$ cat src/rtl/kws_pkg.sv
// Shared widths, sentinel value and smoothing-state encoding for the KWS decider.
package kws_pkg;

  localparam int LOGIT_W = 32;
  localparam int CLS_W   = 5;

  // Most negative signed logit; any real logit except this value beats it.
  localparam logic [LOGIT_W-1:0] NEG_INF = 32'h8000_0000;

  typedef enum logic [1:0] {
    SM_IDLE,
    SM_TRACK,
    SM_FIRED
  } sm_state_e;

endpackage

$ cat src/rtl/kws_top2_tracker.sv
// Keeps the best and second-best logit of the current frame plus the class of the best.
// The updated values are also exported combinationally so the final logit of a frame
// can be captured in the same cycle that the trackers are reinitialised.
module kws_top2_tracker
  import kws_pkg::*;
(
  input  logic                      clk,
  input  logic                      rst,
  input  logic                      init,
  input  logic                      load,
  input  logic signed [LOGIT_W-1:0] data,
  input  logic        [CLS_W-1:0]   idx,
  output logic signed [LOGIT_W-1:0] best_q,
  output logic signed [LOGIT_W-1:0] second_q,
  output logic        [CLS_W-1:0]   best_idx_q,
  output logic signed [LOGIT_W-1:0] upd_best,
  output logic signed [LOGIT_W-1:0] upd_second,
  output logic        [CLS_W-1:0]   upd_idx
);

  logic signed [LOGIT_W-1:0] best_d;
  logic signed [LOGIT_W-1:0] second_d;
  logic        [CLS_W-1:0]   best_idx_d;

  // Strict compares keep the earlier arrival as winner; an equal value drops to second.
  always_comb begin
    upd_best   = best_q;
    upd_second = second_q;
    upd_idx    = best_idx_q;
    if (data > best_q) begin
      upd_second = best_q;
      upd_best   = data;
      upd_idx    = idx;
    end else if (data > second_q) begin
      upd_second = data;
    end
  end

  // Frame start reloads the sentinel; otherwise an accepted logit commits the update.
  always_comb begin
    best_d     = best_q;
    second_d   = second_q;
    best_idx_d = best_idx_q;
    if (init) begin
      best_d     = NEG_INF;
      second_d   = NEG_INF;
      best_idx_d = '0;
    end else if (load) begin
      best_d     = upd_best;
      second_d   = upd_second;
      best_idx_d = upd_idx;
    end
  end

  // Tracker registers.
  always_ff @(posedge clk) begin
    if (rst) begin
      best_q     <= NEG_INF;
      second_q   <= NEG_INF;
      best_idx_q <= '0;
    end else begin
      best_q     <= best_d;
      second_q   <= second_d;
      best_idx_q <= best_idx_d;
    end
  end

endmodule

$ cat src/rtl/kws_argmax_decider.sv
// Final KWS stage: frames incoming logits, reports the winner with its margin two
// cycles after the last logit, and smooths confident winners into a detect pulse.
module kws_argmax_decider
  import kws_pkg::*;
#(
  parameter int                 NUM_CLASSES = 12,
  parameter logic [LOGIT_W-1:0] MARGIN_THR  = 32'd1000,
  parameter int                 HOLD_FRAMES = 3
) (
  input  logic               wb_clk_i,
  input  logic               wb_rst_i,
  input  logic               soft_clr,
  input  logic               in_valid,
  input  logic [LOGIT_W-1:0] in_data,
  input  logic [9:0]         in_addr,
  output logic               result_valid,
  output logic [CLS_W-1:0]   result_class,
  output logic [LOGIT_W-1:0] result_score,
  output logic [LOGIT_W-1:0] result_margin,
  output logic               kw_detect,
  output logic [CLS_W-1:0]   kw_class,
  output logic               addr_err
);

  localparam logic [9:0] ADDR_LIM = 10'(NUM_CLASSES);
  localparam logic [5:0] LAST_CNT = 6'(NUM_CLASSES - 1);
  localparam logic [3:0] HOLD_CNT = 4'(HOLD_FRAMES);

  logic clr;
  logic addr_ok;
  logic accept;
  logic frame_complete;

  logic signed [LOGIT_W-1:0] trk_best, trk_second, upd_best, upd_second;
  logic        [CLS_W-1:0]   trk_idx, upd_idx;

  logic [5:0]                frame_cnt_q, frame_cnt_d;
  logic                      addr_err_q, addr_err_d;
  logic                      dec_valid_q, dec_valid_d;
  logic signed [LOGIT_W-1:0] dec_best_q, dec_best_d;
  logic signed [LOGIT_W-1:0] dec_second_q, dec_second_d;
  logic        [CLS_W-1:0]   dec_idx_q, dec_idx_d;
  logic                      result_valid_q, result_valid_d;
  logic        [CLS_W-1:0]   result_class_q, result_class_d;
  logic        [LOGIT_W-1:0] result_score_q, result_score_d;
  logic        [LOGIT_W-1:0] result_margin_q, result_margin_d;

  logic [LOGIT_W-1:0] margin;
  logic               confident;

  sm_state_e        state_q, state_d;
  logic [3:0]       streak_q, streak_d;
  logic [CLS_W-1:0] cls_q, cls_d;
  logic             kw_detect_q, kw_detect_d;
  logic [CLS_W-1:0] kw_class_q, kw_class_d;

  assign clr            = wb_rst_i | soft_clr;
  assign addr_ok        = (in_addr < ADDR_LIM);
  assign accept         = in_valid & addr_ok;
  assign frame_complete = accept & (frame_cnt_q == LAST_CNT);

  kws_top2_tracker u_tracker (
    .clk        (wb_clk_i),
    .rst        (clr),
    .init       (frame_complete),
    .load       (accept),
    .data       (in_data),
    .idx        (in_addr[CLS_W-1:0]),
    .best_q     (trk_best),
    .second_q   (trk_second),
    .best_idx_q (trk_idx),
    .upd_best   (upd_best),
    .upd_second (upd_second),
    .upd_idx    (upd_idx)
  );

  // best >= second always holds, so the 33-bit difference is non-negative and its low
  // 32 bits equal the wrapping 32-bit difference.
  assign margin    = dec_best_q - dec_second_q;
  assign confident = (margin >= MARGIN_THR);

  // Frame counting, snapshot of the finished frame and the report stage.
  always_comb begin
    frame_cnt_d     = frame_cnt_q;
    addr_err_d      = addr_err_q | (in_valid & ~addr_ok);
    dec_valid_d     = frame_complete;
    dec_best_d      = dec_best_q;
    dec_second_d    = dec_second_q;
    dec_idx_d       = dec_idx_q;
    result_valid_d  = dec_valid_q;
    result_class_d  = result_class_q;
    result_score_d  = result_score_q;
    result_margin_d = result_margin_q;
    if (accept) begin
      frame_cnt_d = frame_complete ? 6'd0 : frame_cnt_q + 6'd1;
    end
    if (frame_complete) begin
      dec_best_d   = upd_best;
      dec_second_d = upd_second;
      dec_idx_d    = upd_idx;
    end
    if (dec_valid_q) begin
      result_class_d  = dec_idx_q;
      result_score_d  = dec_best_q;
      result_margin_d = margin;
    end
  end

  // Datapath registers.
  always_ff @(posedge wb_clk_i) begin
    if (clr) begin
      frame_cnt_q     <= '0;
      addr_err_q      <= 1'b0;
      dec_valid_q     <= 1'b0;
      dec_best_q      <= NEG_INF;
      dec_second_q    <= NEG_INF;
      dec_idx_q       <= '0;
      result_valid_q  <= 1'b0;
      result_class_q  <= '0;
      result_score_q  <= '0;
      result_margin_q <= '0;
    end else begin
      frame_cnt_q     <= frame_cnt_d;
      addr_err_q      <= addr_err_d;
      dec_valid_q     <= dec_valid_d;
      dec_best_q      <= dec_best_d;
      dec_second_q    <= dec_second_d;
      dec_idx_q       <= dec_idx_d;
      result_valid_q  <= result_valid_d;
      result_class_q  <= result_class_d;
      result_score_q  <= result_score_d;
      result_margin_q <= result_margin_d;
    end
  end

  // Smoothing FSM, stepped once per decided frame; the detect pulse lines up with result_valid.
  always_comb begin
    state_d     = state_q;
    streak_d    = streak_q;
    cls_d       = cls_q;
    kw_detect_d = 1'b0;
    kw_class_d  = kw_class_q;
    if (dec_valid_q) begin
      if (!confident) begin
        state_d  = SM_IDLE;
        streak_d = '0;
      end else begin
        unique case (state_q)
          SM_IDLE: begin
            state_d  = SM_TRACK;
            streak_d = 4'd1;
            cls_d    = dec_idx_q;
          end
          SM_TRACK: begin
            if (dec_idx_q == cls_q) begin
              streak_d = streak_q + 4'd1;
            end else begin
              streak_d = 4'd1;
              cls_d    = dec_idx_q;
            end
          end
          SM_FIRED: begin
            if (dec_idx_q != cls_q) begin
              state_d  = SM_TRACK;
              streak_d = 4'd1;
              cls_d    = dec_idx_q;
            end
          end
          default: state_d = SM_IDLE;
        endcase
        if ((state_d == SM_TRACK) && (streak_d == HOLD_CNT)) begin
          state_d     = SM_FIRED;
          kw_detect_d = 1'b1;
          kw_class_d  = cls_d;
        end
      end
    end
  end

  // Smoothing state register.
  always_ff @(posedge wb_clk_i) begin
    if (clr) begin
      state_q     <= SM_IDLE;
      streak_q    <= '0;
      cls_q       <= '0;
      kw_detect_q <= 1'b0;
      kw_class_q  <= '0;
    end else begin
      state_q     <= state_d;
      streak_q    <= streak_d;
      cls_q       <= cls_d;
      kw_detect_q <= kw_detect_d;
      kw_class_q  <= kw_class_d;
    end
  end

  assign result_valid  = result_valid_q;
  assign result_class  = result_class_q;
  assign result_score  = result_score_q;
  assign result_margin = result_margin_q;
  assign kw_detect     = kw_detect_q;
  assign kw_class      = kw_class_q;
  assign addr_err      = addr_err_q;

endmodule
$ cat config.mk
export PLATFORM = sky130hd
export DESIGN_NAME = kws_argmax_decider
export DESIGN_NICKNAME = d
export VERILOG_FILES = /design/src/rtl/kws_pkg.sv /design/src/rtl/kws_top2_tracker.sv /design/src/rtl/kws_argmax_decider.sv
export SDC_FILE = /design/constraint.sdc
export NUM_CORES = 1
export LEC_CHECK = 0
export ABC_AREA = 1
export ABC_CLOCK_PERIOD_IN_PS = 8200
export CAP_MARGIN = 25
export CORE_ASPECT_RATIO = 1.75
export CORE_UTILIZATION = 64
export DETAILED_ROUTE_END_ITERATION = 8
export PLACE_DENSITY = 0.94
export SLEW_MARGIN = 30
export SYNTH_ARGS = -nofsm -noshare
export SYNTH_HDL_FRONTEND = slang
export SYNTH_SLANG_ARGS = --single-unit
export TNS_END_PERCENT = 100
$ cat constraint.sdc
create_clock -name wb_clk_i -period 8.2 [get_ports wb_clk_i]
set_clock_uncertainty 0.2 [all_clocks]
set_input_delay 1.23 -clock wb_clk_i [delete_from_list [all_inputs] [get_ports wb_clk_i]]
set_output_delay 1.23 -clock wb_clk_i [all_outputs]
set_load 0.02 [all_outputs]
After elaboration in Yosys (flattened, before gate mapping)
Index checks and enable logic that the tools add are counted.

Register bits: 233. Input port bits: 46. Output and inout port bits: 77.

$add $sub $neg: 3. Magnitude comparators: 4. Equality and inequality tests: 7. Multiplexer cells: 21. Bitwise gates (word level): 8. Reduce and logical (&&, ||, !) cells: 6.

Operators with widths (count): two-way mux 32 bit (3); > comparator 32 bit (2); greater-or-equal comparator 32 x 10 -> 1 bit (second input constant) (1); subtractor 32 bit (1); two-way mux 4 bit (5); two-way mux 5 bit (3); one-hot mux 5 bit (3 select lines) (1); one-hot mux 4 bit (3 select lines) (1); less-than comparator 10 x 4 -> 1 bit (second input constant) (1); two-way mux 2 bit (5); adder 6 x 1 -> 6 bit (second input constant) (1); == test 6 x 4 -> 1 bit (second input constant) (1); two-way mux 6 bit (1); one-hot mux 2 bit (3 select lines) (1); == test 5 bit (1); inequality test 5 bit (1); adder 4 x 1 -> 4 bit (second input constant) (1); == test 2 x 1 -> 1 bit (second input constant) (2); == test 4 x 2 -> 1 bit (second input constant) (1); AND 1 bit (3); NOT 1 bit (3); AND reduction 3 bit (1); OR reduction 3 bit (1); == test 2 bit (second input constant) (1); 6 further kinds (7).

Longest topological paths before layout
Gate-level depths: netlist of run 1.

Depth in word-level cells: 9. Mapped depth: 23. Depth with buffers taken out: 22.

By module
From an unflattened synthesis of run 1, not the netlist that was laid out.

Cell total of the unflattened synthesis: 2285. Area total of the unflattened synthesis: 14604.0 µm².

Modules (own cells, without submodules): kws_argmax_decider (instances 1, cells each 1324, area an instance 8675.8 µm², seq. area each 3283.1 µm²); kws_top2_tracker (instances 1, cells each 961, area an instance 5928.2 µm², seq. area each 1381.3 µm²).

Worst setup path after synthesis of run 1
No wires, ideal clock.

Path kind: input to register. From: in in_data[19]. To: reg u_tracker.second_q[10]. Data arrival time: 2.953 ns. Data required time: 7.891 ns. Slack: 4.938 ns. Cell stages on the path: 15. Path through: ha_1 a21oi_1 o21ai_0 nand4_1 o211ai_1 a21oi_1 nand2_1 nand2_1 nand3_2 buf_4 buf_4 nand3_1 nand3_1 nand2_1 inv_1.

Word-level cells in the longest chain between the ends: 3. Elaborated cells on any way between the ends: 4. Those cells by class: order compare (2); mux (2).

RTL lines: start: declaration (line kws_argmax_decider.sv:14) `input logic [LOGIT_W-1:0] in_data,`; > comparator 32 bit (line kws_top2_tracker.sv:34) `end else if (data > second_q) begin`; two-way mux 32 bit (line kws_top2_tracker.sv:34); two-way mux 32 bit * (line kws_top2_tracker.sv:30) `if (data > best_q) begin`; end signal: assignment (line kws_top2_tracker.sv:63) `second_q <= second_d;`; end: declaration (line kws_top2_tracker.sv:14) `output logic signed [LOGIT_W-1:0] second_q,`.

Mark *: on every way between the ends. The rest lies on a longest branch, timed or not. A chain may end at the register's enable or synchronous reset.

Worst setup path after layout of run 1
From: in in_data[11]. To: reg u_tracker.best_q[22].

Word-level cells in the longest chain between the ends: 2.

RTL lines: > comparator 32 bit (line kws_top2_tracker.sv:30); two-way mux 32 bit (line kws_top2_tracker.sv:30); end signal: assignment (line kws_top2_tracker.sv:62) `best_q <= best_d;`; end: declaration (line kws_top2_tracker.sv:13) `output logic signed [LOGIT_W-1:0] best_q,`.

Every way passes these cells.

==> results_dict.tcl, run 1 <==
set metrics [dict create \
    synth-seq-area-share 0.324 \
    clk_root_buffer_cell "sky130_fd_sc_hd__clkbuf_16" \
    critPathLaunchType "input pin" \
    worst_ep_required_time_ns 8.41 \
    post-synth-top-area-cell "sky130_fd_sc_hd__dfxtp_1" \
    ff2ff_setup_slack_ns 4.25 \
    holdBufCountCts 0 \
    clock_tree.htree_level_count 1 \
    drtAntennaViolNets 0 \
    synth_cell_types 42 \
    first_global_vias 14800 \
    r2r-end "u_tracker.best_q[22]" \
    start_util 0.653 \
    ys_ff_latch 233 \
    grt_antenna_before_repair 0 \
    critical_path_class "in -> reg" \
    worst-r2r-cell-count 13 \
    finalCriticalPeriod_ns 4.71 \
    floorplan.rows 72 \
    drc_violation_count_after_routing 0 \
    totalWireLength_um 43700 \
    die_width_um 115 \
    first_pass_iters 6 \
    timing_hold_violations_final 0 \
    synth.most_common_cell "sky130_fd_sc_hd__nand2_1" \
    gpl.final_weighted_congestion 1.01 \
    clock_sink_count 233 \
    track_usage 0.379 \
    cts_post_setup_buffers_inserted 0 \
    fp.dieH_um 201 \
    pwr_density_nw_per_um2 147 \
    peakVddDrop_uv 162 \
    cpMaxStageDelayCell "sky130_fd_sc_hd__nand3_2" \
    crit_chain "clkdlybuf4s50_1, ha_1, a21oi_1, o21ai_0, a21oi_1, o21ai_0, nand2_1, nand3_2, nand3_2, buf_4, o21ai_0, o21ai_0, inv_1" \
    design.die.area_um2 23200 \
    hold_path.class "reg -> reg" \
    routed_wire_length_per_instance_um 16.3 \
    place_hpwl_um 30500 \
    setup_violations 0 \
    post_synth.cell_area_avg_um2 6.26 \
    path_clk_slew_ns 0.07 \
    setup_tns_ns 0 \
    floorplan.io_pins 123 \
    tightest_slew_ns 1.05 \
    pre_cts_slack_ns 3.16 \
    max_clock_freq_ghz 0.213 \
    worst_slack_ns 3.49 \
    timing.critical_path.fanout_max 54 \
    nets 2509 \
    cpPeakStageDelay_ns 0.70 \
    postSynth.topFlopCell "sky130_fd_sc_hd__dfxtp_1" \
    globalRoute.totalOverflow 0 \
    drive_gt1_frac 0.0391 \
    timing.critical_path.mode_cell "sky130_fd_sc_hd__o21ai_0" \
    worst_path_dominant_cell_family "simple AND/OR/NAND/NOR gates" \
    via_count 15600 \
    footprint_of_the_multi_input_gates_um2 7850 \
    status "complete, no violations" \
    cap_viol_max_count 0 \
    synth_async_sr_flop_share 0 \
    register_area_um2 4670 \
    r2r-start "u_tracker.best_q[11]" \
    final.period_utilization 0.574 \
    cp_num_buf_inv 3 \
    synth_cells 2302 \
    cts_repair_resize_count 0 \
    fp.coreArea_um2 22100 \
    portBuffers 122 \
    clk_path_buf_depth 3 \
    synthTopCellsByArea "sky130_fd_sc_hd__dfxtp_1 (32%), sky130_fd_sc_hd__nand2_1 (20%), sky130_fd_sc_hd__inv_1 (10%)" \
    post_syn_nets 2446 \
    worstSetupEndpoint "u_tracker.best_q[22]" \
    finalPower_uw 2430 \
    static-leakage-power_uw 0.00816 \
    yosysWarnings 0 \
    fillerInstances 1704 \
    cts_made_buffers 21 \
    grt_pass1_wl_um 70000 \
    timing.slew.headroom 0.299 \
    maxSlewViolCount 0 \
    antenna_cells_inserted 0 \
    drt_iter0_drc 1844 \
    critPathArrivalTime_ns 4.92 \
    synth_edf_count 0 \
    area.growth.synth_to_final_pct 14.3 \
    tritoncts "built" \
    rsz0062_at_grt "no" \
    synth_top_area_frac 0.324 \
    cp.depth 13 \
    timing.critical_path.to_type "flop" \
    critPathLaunch "in_data[11]" \
    clk_lat_worst_skew_ns 0.53 \
    syn-cell-area_um2 14400 \
    routed_via_density 5.84 \
    netlist_top_cells_count "sky130_fd_sc_hd__nand2_1 (758), sky130_fd_sc_hd__inv_1 (391), sky130_fd_sc_hd__dfxtp_1 (233), sky130_fd_sc_hd__a21oi_1 (175), sky130_fd_sc_hd__nor2_1 (128)" \
    maximum_number_of_pins_on_one_net_before_global_route_repair 98 \
]
[state kept, by name, summed over array words and instances (netlist names), 6 cells and up]
signal / flops
dec_best_q: 32
dec_second_q: 32
frame_cnt_q: 6
result_margin: 32
result_score: 32
u_tracker.best_q: 32
u_tracker.second_q: 32
[cell families (layout without fill, tap and decap cells)]
family	after synthesis	in the layout	synth area share
AOI/OAI and AO/OA	321	321	0.115
xor gates and xnor gates	10	10	0.00608
adders and majority gates	98	98	0.0856
buffers and inverters	496	574	0.133
DFF	233	233	0.324
and+or+nand+nor	1144	1144	0.337
[where the power goes]
part	switching (µW)	total, µW	internal, µW
Clock	449	1080	635
Combinational	141	209	68.0
Sequential	0.545	1130	1130
[layout make-up]
type | instances | area share
well taps | 296 | 0.0225
flip-flops and latches | 233 | 0.283
inverters | 400 | 0.0914
repair buffers | 136 | 0.0807
clock inverters | 11 | 0.00987
multi-input cells | 1573 | 0.477
clock buffers | 27 | 0.0357
[worst min-delay path, delay by kind of cell, from the launching register on]
family,cells,cell delay (ns)
simple gates,2,0.10
flops,1,0.31
[stage by stage]
stage	cell area, µm²	hold WS (ns)	utilization	std cells
after floorplan	14400	0.226	-	2302
after global placement	15700	0.238	0.712	2638
after detailed placement	15700	0.240	0.712	2638
after CTS	16500	0.253	0.746	2676
after global routing	16500	0.271	0.746	2676
final	16500	0.254	0.746	2676
[layer usage]
layer  global-route usage  vias up  share of wire
li1                     -     7374              -
met1                0.425     6960           0.35
met2                0.629      997           0.47
met3               0.0583      289          0.088
met4                0.294        0          0.086
met5                    0        -              0
[worst min path at each step]
| stage | slack [ns] | endpoint | from | depth (start not counted) |
|---|---|---|---|---|
| floorplan | 0.23 | dec_second_q[23] | dec_second_q[23] | 2 |
| global placement | 0.24 | dec_second_q[18] | dec_second_q[18] | 2 |
| detailed placement | 0.24 | dec_second_q[26] | dec_second_q[26] | 2 |
| CTS | 0.25 | dec_second_q[27] | dec_second_q[27] | 2 |
| global route | 0.27 | result_score[19] | result_score[19] | 2 |
| finish | 0.25 | dec_second_q[26] | dec_second_q[26] | 2 |
[cell usage in the layout, fill, tap and decap left out, drive strengths merged, types with 2 or more instances in the layout]
cell type,instances
a21oi,175
a31oi,2
and2,4
and3,3
buf,14
bufinv,4
clkbuf,27
clkdlybuf4s50,122
clkinv,7
dfxtp,233
ha,97
inv,400
nand2,767
nand3,124
nand3b,5
nand4,89
nor2,131
nor3,13
nor4,4
o211ai,11
o21ai,125
o21bai,2
o22ai,5
or2,3
xor2,9
Power figures use the tool's default switching activity.
==> run 2, diff against run 1 <==
ABC_CLOCK_PERIOD_IN_PS = 4500   (was 8200)
CORE_UTILIZATION = 59   (was 64)
PLACE_DENSITY = 0.88   (was 0.94)
clock period = 4.5 ns   (was 8.2 ns; I/O delays follow)
==> results_dict.tcl, run 2 (synthesis gave the netlist of run 1 again) <==
set metrics [dict create \
    critPathArrivalTime_ns 4.03 \
    antenna_cells_inserted 0 \
    maximum_number_of_pins_on_one_net_before_global_route_repair 92 \
    clk_lat_worst_skew_ns 0.54 \
    fp.coreArea_um2 24000 \
    place_hpwl_um 29900 \
    routed_via_density 5.62 \
    die_width_um 120 \
    track_usage 0.338 \
    timing.critical_path.mode_cell "sky130_fd_sc_hd__nand2_1" \
    static-leakage-power_uw 0.00819 \
    tritoncts "built" \
    hold_path.class "reg -> reg" \
    status "complete, no violations" \
    cap_viol_max_count 0 \
    drtAntennaViolNets 0 \
    final_common_cell "sky130_fd_sc_hd__nand2_1" \
    pwr_density_nw_per_um2 270 \
    clk_root_buffer_cell "sky130_fd_sc_hd__clkbuf_16" \
    clock_sink_count 233 \
    most_used_cells_in_the_layout_excluding_fill_and_tap_cells "sky130_fd_sc_hd__nand2_1 (756), sky130_fd_sc_hd__inv_1 (391), sky130_fd_sc_hd__dfxtp_1 (232)" \
    totalWireLength_um 42000 \
    cpPeakStageDelay_ns 0.50 \
    portBuffers 122 \
    critical_path_class "reg -> reg" \
    rsz0062_at_grt "no" \
    drt_iter0_drc 1411 \
    timing.critical_path.fanout_max 20 \
    start_util 0.600 \
    cts_made_buffers 22 \
    cp_num_buf_inv 3 \
    area.growth.synth_to_final_pct 14.8 \
    max_clock_freq_ghz 0.264 \
    cts_post_setup_buffers_inserted 0 \
    path_clk_slew_ns 0.07 \
    maxSlewViolCount 0 \
    first_global_vias 14500 \
    worst_ep_required_time_ns 4.74 \
    design.die.area_um2 25100 \
    clk_path_buf_depth 3 \
    fp.dieH_um 209 \
    grt_pass1_wl_um 68900 \
    globalRoute.totalOverflow 0 \
    timing_hold_violations_final 0 \
    final.period_utilization 0.842 \
    drc_violation_count_after_routing 0 \
    peakVddDrop_uv 358 \
    timing.slew.headroom 0.351 \
    holdBufCountCts 0 \
    clock_tree.htree_level_count 1 \
    critPathLaunchType "flop" \
    setup_tns_ns 0 \
    hold-worst-slack_ns 0.257 \
    crit_chain "inv_1, ha_1, inv_1, fa_1, nand3_1, nand3_1, nand3_1, nand3_1, nand2_1, nand2_1, nand2_1, nand2_1, nor2_1, nand2_1, nor2_1, nand3_2, nand3_4, nand2_1, inv_1, nor2_1" \
    cts_repair_resize_count 0 \
    first_pass_iters 6 \
    gpl.final_weighted_congestion 0.958 \
    drive_gt1_frac 0.0411 \
    finalPower_uw 4470 \
    floorplan.rows 75 \
    cpMaxStageDelayCell "sky130_fd_sc_hd__fa_1" \
    routed_wire_length_per_instance_um 15.6 \
    setup_violations 0 \
    finalCriticalPeriod_ns 3.79 \
    timing.critical_path.to_type "flop" \
    via_count 15100 \
    grt_antenna_before_repair 0 \
    worst_path_dominant_cell_family "simple AND/OR/NAND/NOR gates" \
    tightest_slew_ns 0.974 \
    nets 2515 \
    floorplan.io_pins 123 \
]
## run 2: changes by cell type in the layout (fill, tap and decap cells not counted)
cell,before,now
sky130_fd_sc_hd__buf_12,0,1
sky130_fd_sc_hd__buf_4,13,18
sky130_fd_sc_hd__buf_6,1,0
sky130_fd_sc_hd__bufinv_16,4,3
sky130_fd_sc_hd__clkbuf_16,21,23
sky130_fd_sc_hd__clkbuf_8,4,3
sky130_fd_sc_hd__clkinv_2,6,3
sky130_fd_sc_hd__clkinv_4,1,2
sky130_fd_sc_hd__clkinvlp_4,0,1
sky130_fd_sc_hd__dfxtp_2,1,0
sky130_fd_sc_hd__dfxtp_4,0,1
sky130_fd_sc_hd__inv_1,390,391
sky130_fd_sc_hd__inv_6,1,2
## run 2: layer usage
layer	share of wire	vias to the layer above	wire, µm	track usage
li1	-	7403	-	-
met1	0.38	6844	16100	0.388
met2	0.49	703	20500	0.590
met3	0.069	181	2900	0.0374
met4	0.059	0	2480	0.209
met5	0	-	0	0
## run 2: per-stage QoR
| stage | area [µm²] | setup WS (ns) | utilization | std cells |
|---|---|---|---|---|
| after CTS | 16600 | 0.796 | 0.689 | 2694 |
| final | 16600 | 0.711 | 0.689 | 2694 |
| after global routing | 16600 | 0.427 | 0.689 | 2694 |
| after detailed placement | 15800 | 0.550 | 0.657 | 2655 |
| after global placement | 15800 | 0.588 | 0.657 | 2655 |
| after floorplan | 14400 | 1.79 | - | 2302 |
## run 2: final timing paths
| path | end | depth (start not counted) | slack (ns) | from |
|---|---|---|---|---|
| worst max-delay path | kw_class[4] | 20 | 0.71 | dec_best_q[0] |
| worst min-delay path | dec_second_q[11] | 2 | 0.26 | dec_second_q[11] |
| worst max register to register | kw_class[4] | 20 | 0.71 | dec_best_q[0] |
| worst min register to register | dec_second_q[11] | 2 | 0.26 | dec_second_q[11] |
## run 2: layout make-up
class	instances	area, µm²
fill	2132	7470
multi-input combinational	1573	7850
tap	308	385
inverter	400	1500
clock buffer	28	624
timing repair buffer	141	1380
clock inverter	11	148
sequential	233	4670
## run 2: power breakdown
group | internal, µW | switching, µW | leakage, µW
sequential | 2060 | 0.996 | 0.00188
clock | 1160 | 854 | 0.000379
combinational | 127 | 265 | 0.00593
## run 2: worst register-to-register path, delay by kind of cell, from the launching register on
| kind | cells | cell delay (ns) |
|---|---|---|
| adder cells (fa/ha/maj) | 2 | 0.68 |
| buffers and inverters | 3 | 0.31 |
| flip-flops | 1 | 0.30 |
| AND/OR/NAND/NOR | 15 | 2.22 |
==> run 3, diff against run 2 <==
ABC_CLOCK_PERIOD_IN_PS = 3810   (was 4500)
clock period = 3.81 ns   (was 4.5 ns; I/O delays follow)
==> results_dict.tcl, run 3 (synthesis gave the netlist of run 1 again) <==
set metrics [dict create \
    maxSlewViolCount 0 \
    numPlacedInstances 2673 \
    cpMaxStageDelayCell "sky130_fd_sc_hd__fa_1" \
    rsz0062_at_grt "no" \
    design.die.area_um2 25100 \
    clock_tree.htree_level_count 1 \
    die_width_um 120 \
    pre_cts_slack_ns 0.110 \
    portBuffers 122 \
    cts_repair_resize_count 0 \
    crit_chain "inv_1, ha_1, inv_1, fa_1, nand3_1, nand3_1, nand3_1, nand3_1, nand2_1, nand2_1, nand2_1, nand2_1, nor2_1, nand2_1, nor2_1, nand3_2, buf_4, nand3_1, nand2_1, a21oi_1" \
    routed_via_density 5.59 \
    final.period_utilization 0.894 \
    holdBufCountCts 0 \
    hold-worst-slack_ns 0.252 \
    first_pass_iters 6 \
    totalWireLength_um 42000 \
    routed_wire_length_per_instance_um 15.5 \
    critPathArrivalTime_ns 3.65 \
    place_hpwl_um 30000 \
    first_global_vias 14600 \
    cap_viol_max_count 0 \
    drtAntennaViolNets 0 \
    final_cell_count_no_fill 2713 \
    nets 2533 \
    drc_violation_count_after_routing 0 \
    cp_num_buf_inv 3 \
    clk_path_buf_depth 3 \
    setup_tns_ns 0 \
    critPathLaunchType "flop" \
    clk_root_buffer_cell "sky130_fd_sc_hd__clkbuf_16" \
    start_util 0.600 \
    gpl.final_weighted_congestion 0.982 \
    antenna_cells_inserted 0 \
    pwr_density_nw_per_um2 319 \
    timing_hold_violations_final 0 \
    floorplan.rows 75 \
    timing.critical_path.to_type "flop" \
    worst_ep_required_time_ns 4.06 \
    post-route-cell-area_um2 16700 \
    timing.critical_path.mode_cell "sky130_fd_sc_hd__nand2_1" \
    maximum_number_of_pins_on_one_net_before_global_route_repair 98 \
    worst_path_dominant_cell_family "simple AND/OR/NAND/NOR gates" \
    cts_made_buffers 22 \
    finalCriticalPeriod_ns 3.41 \
    drt_iter0_drc 1189 \
    static-leakage-power_uw 0.00830 \
    worst_slack_ns 0.403 \
    clock_sink_count 233 \
    fp.coreArea_um2 24000 \
    grt_pass1_wl_um 68200 \
    tritoncts "built" \
    drive_gt1_frac 0.0491 \
    cpPeakStageDelay_ns 0.49 \
    via_count 15200 \
    floorplan.io_pins 123 \
    grt_antenna_before_repair 0 \
    timing.slew.headroom 0.331 \
    area.growth.synth_to_final_pct 16.2 \
    path_clk_slew_ns 0.07 \
    clk_lat_worst_skew_ns 0.53 \
    globalRoute.totalOverflow 0 \
    dpl-instance-area_um2 16000 \
    fp.dieH_um 209 \
    status "complete, no violations" \
    max_clock_freq_ghz 0.294 \
    peakVddDrop_uv 324 \
    final_common_cell "sky130_fd_sc_hd__nand2_1" \
    setup_violations 0 \
    hold_path.class "reg -> reg" \
    track_usage 0.336 \
    tightest_slew_ns 1.00 \
    cts_post_setup_buffers_inserted 0 \
    timing.critical_path.fanout_max 20 \
    critical_path_class "reg -> reg" \
    most_used_cells_in_the_layout_excluding_fill_and_tap_cells "sky130_fd_sc_hd__nand2_1 (756), sky130_fd_sc_hd__inv_1 (391), sky130_fd_sc_hd__dfxtp_1 (232)" \
]
-- run 3: path summary, 6_finish.rpt --
path	startpoint	end	slack, ns	depth (start not counted)
max	dec_best_q[0]	cls_q[2]	0.40	20
min	dec_second_q[9]	dec_second_q[9]	0.25	2
max reg2reg	dec_best_q[0]	cls_q[2]	0.40	20
min reg2reg	dec_second_q[9]	dec_second_q[9]	0.25	2
-- run 3: power breakdown --
group / switching (µW) / total, µW / internal (µW)
sequential: 1.15 / 2440 / 2440
clock: 997 / 2410 / 1410
combinational: 313 / 491 / 178
total: 1310 / 5340 / 4020
-- run 3: through the flow --
stage / power, µW / utilization
after global placement: 2960 / 0.664
final: 5340 / 0.697
after floorplan: 2780 / -
after CTS: 5340 / 0.697
after global routing: 5490 / 0.697
after detailed placement: 2970 / 0.664
-- run 3: routing by layer --
metal / track usage / wire [µm] / vias to the layer above
met5: 0 / 0 / -
met1: 0.381 / 16000 / 6836
met4: 0.216 / 2510 / 0
met2: 0.587 / 20700 / 683
met3: 0.0412 / 2780 / 197
li1: - / - / 7438
-- run 3: cell type report --
cell class	instances	area, µm²
inverters	400	1500
repair buffers	159	1550
clock buffers	29	648
clock inverters	11	146
well taps	308	385
flip-flops and latches	233	4670
multi-input cells	1573	7850
fillers	2010	7270
-- run 3: worst min-delay path, delay by kind of cell, from the launching register on --
family / cells / cell delay (ns)
simple gates: 2 / 0.10
flops: 1 / 0.31
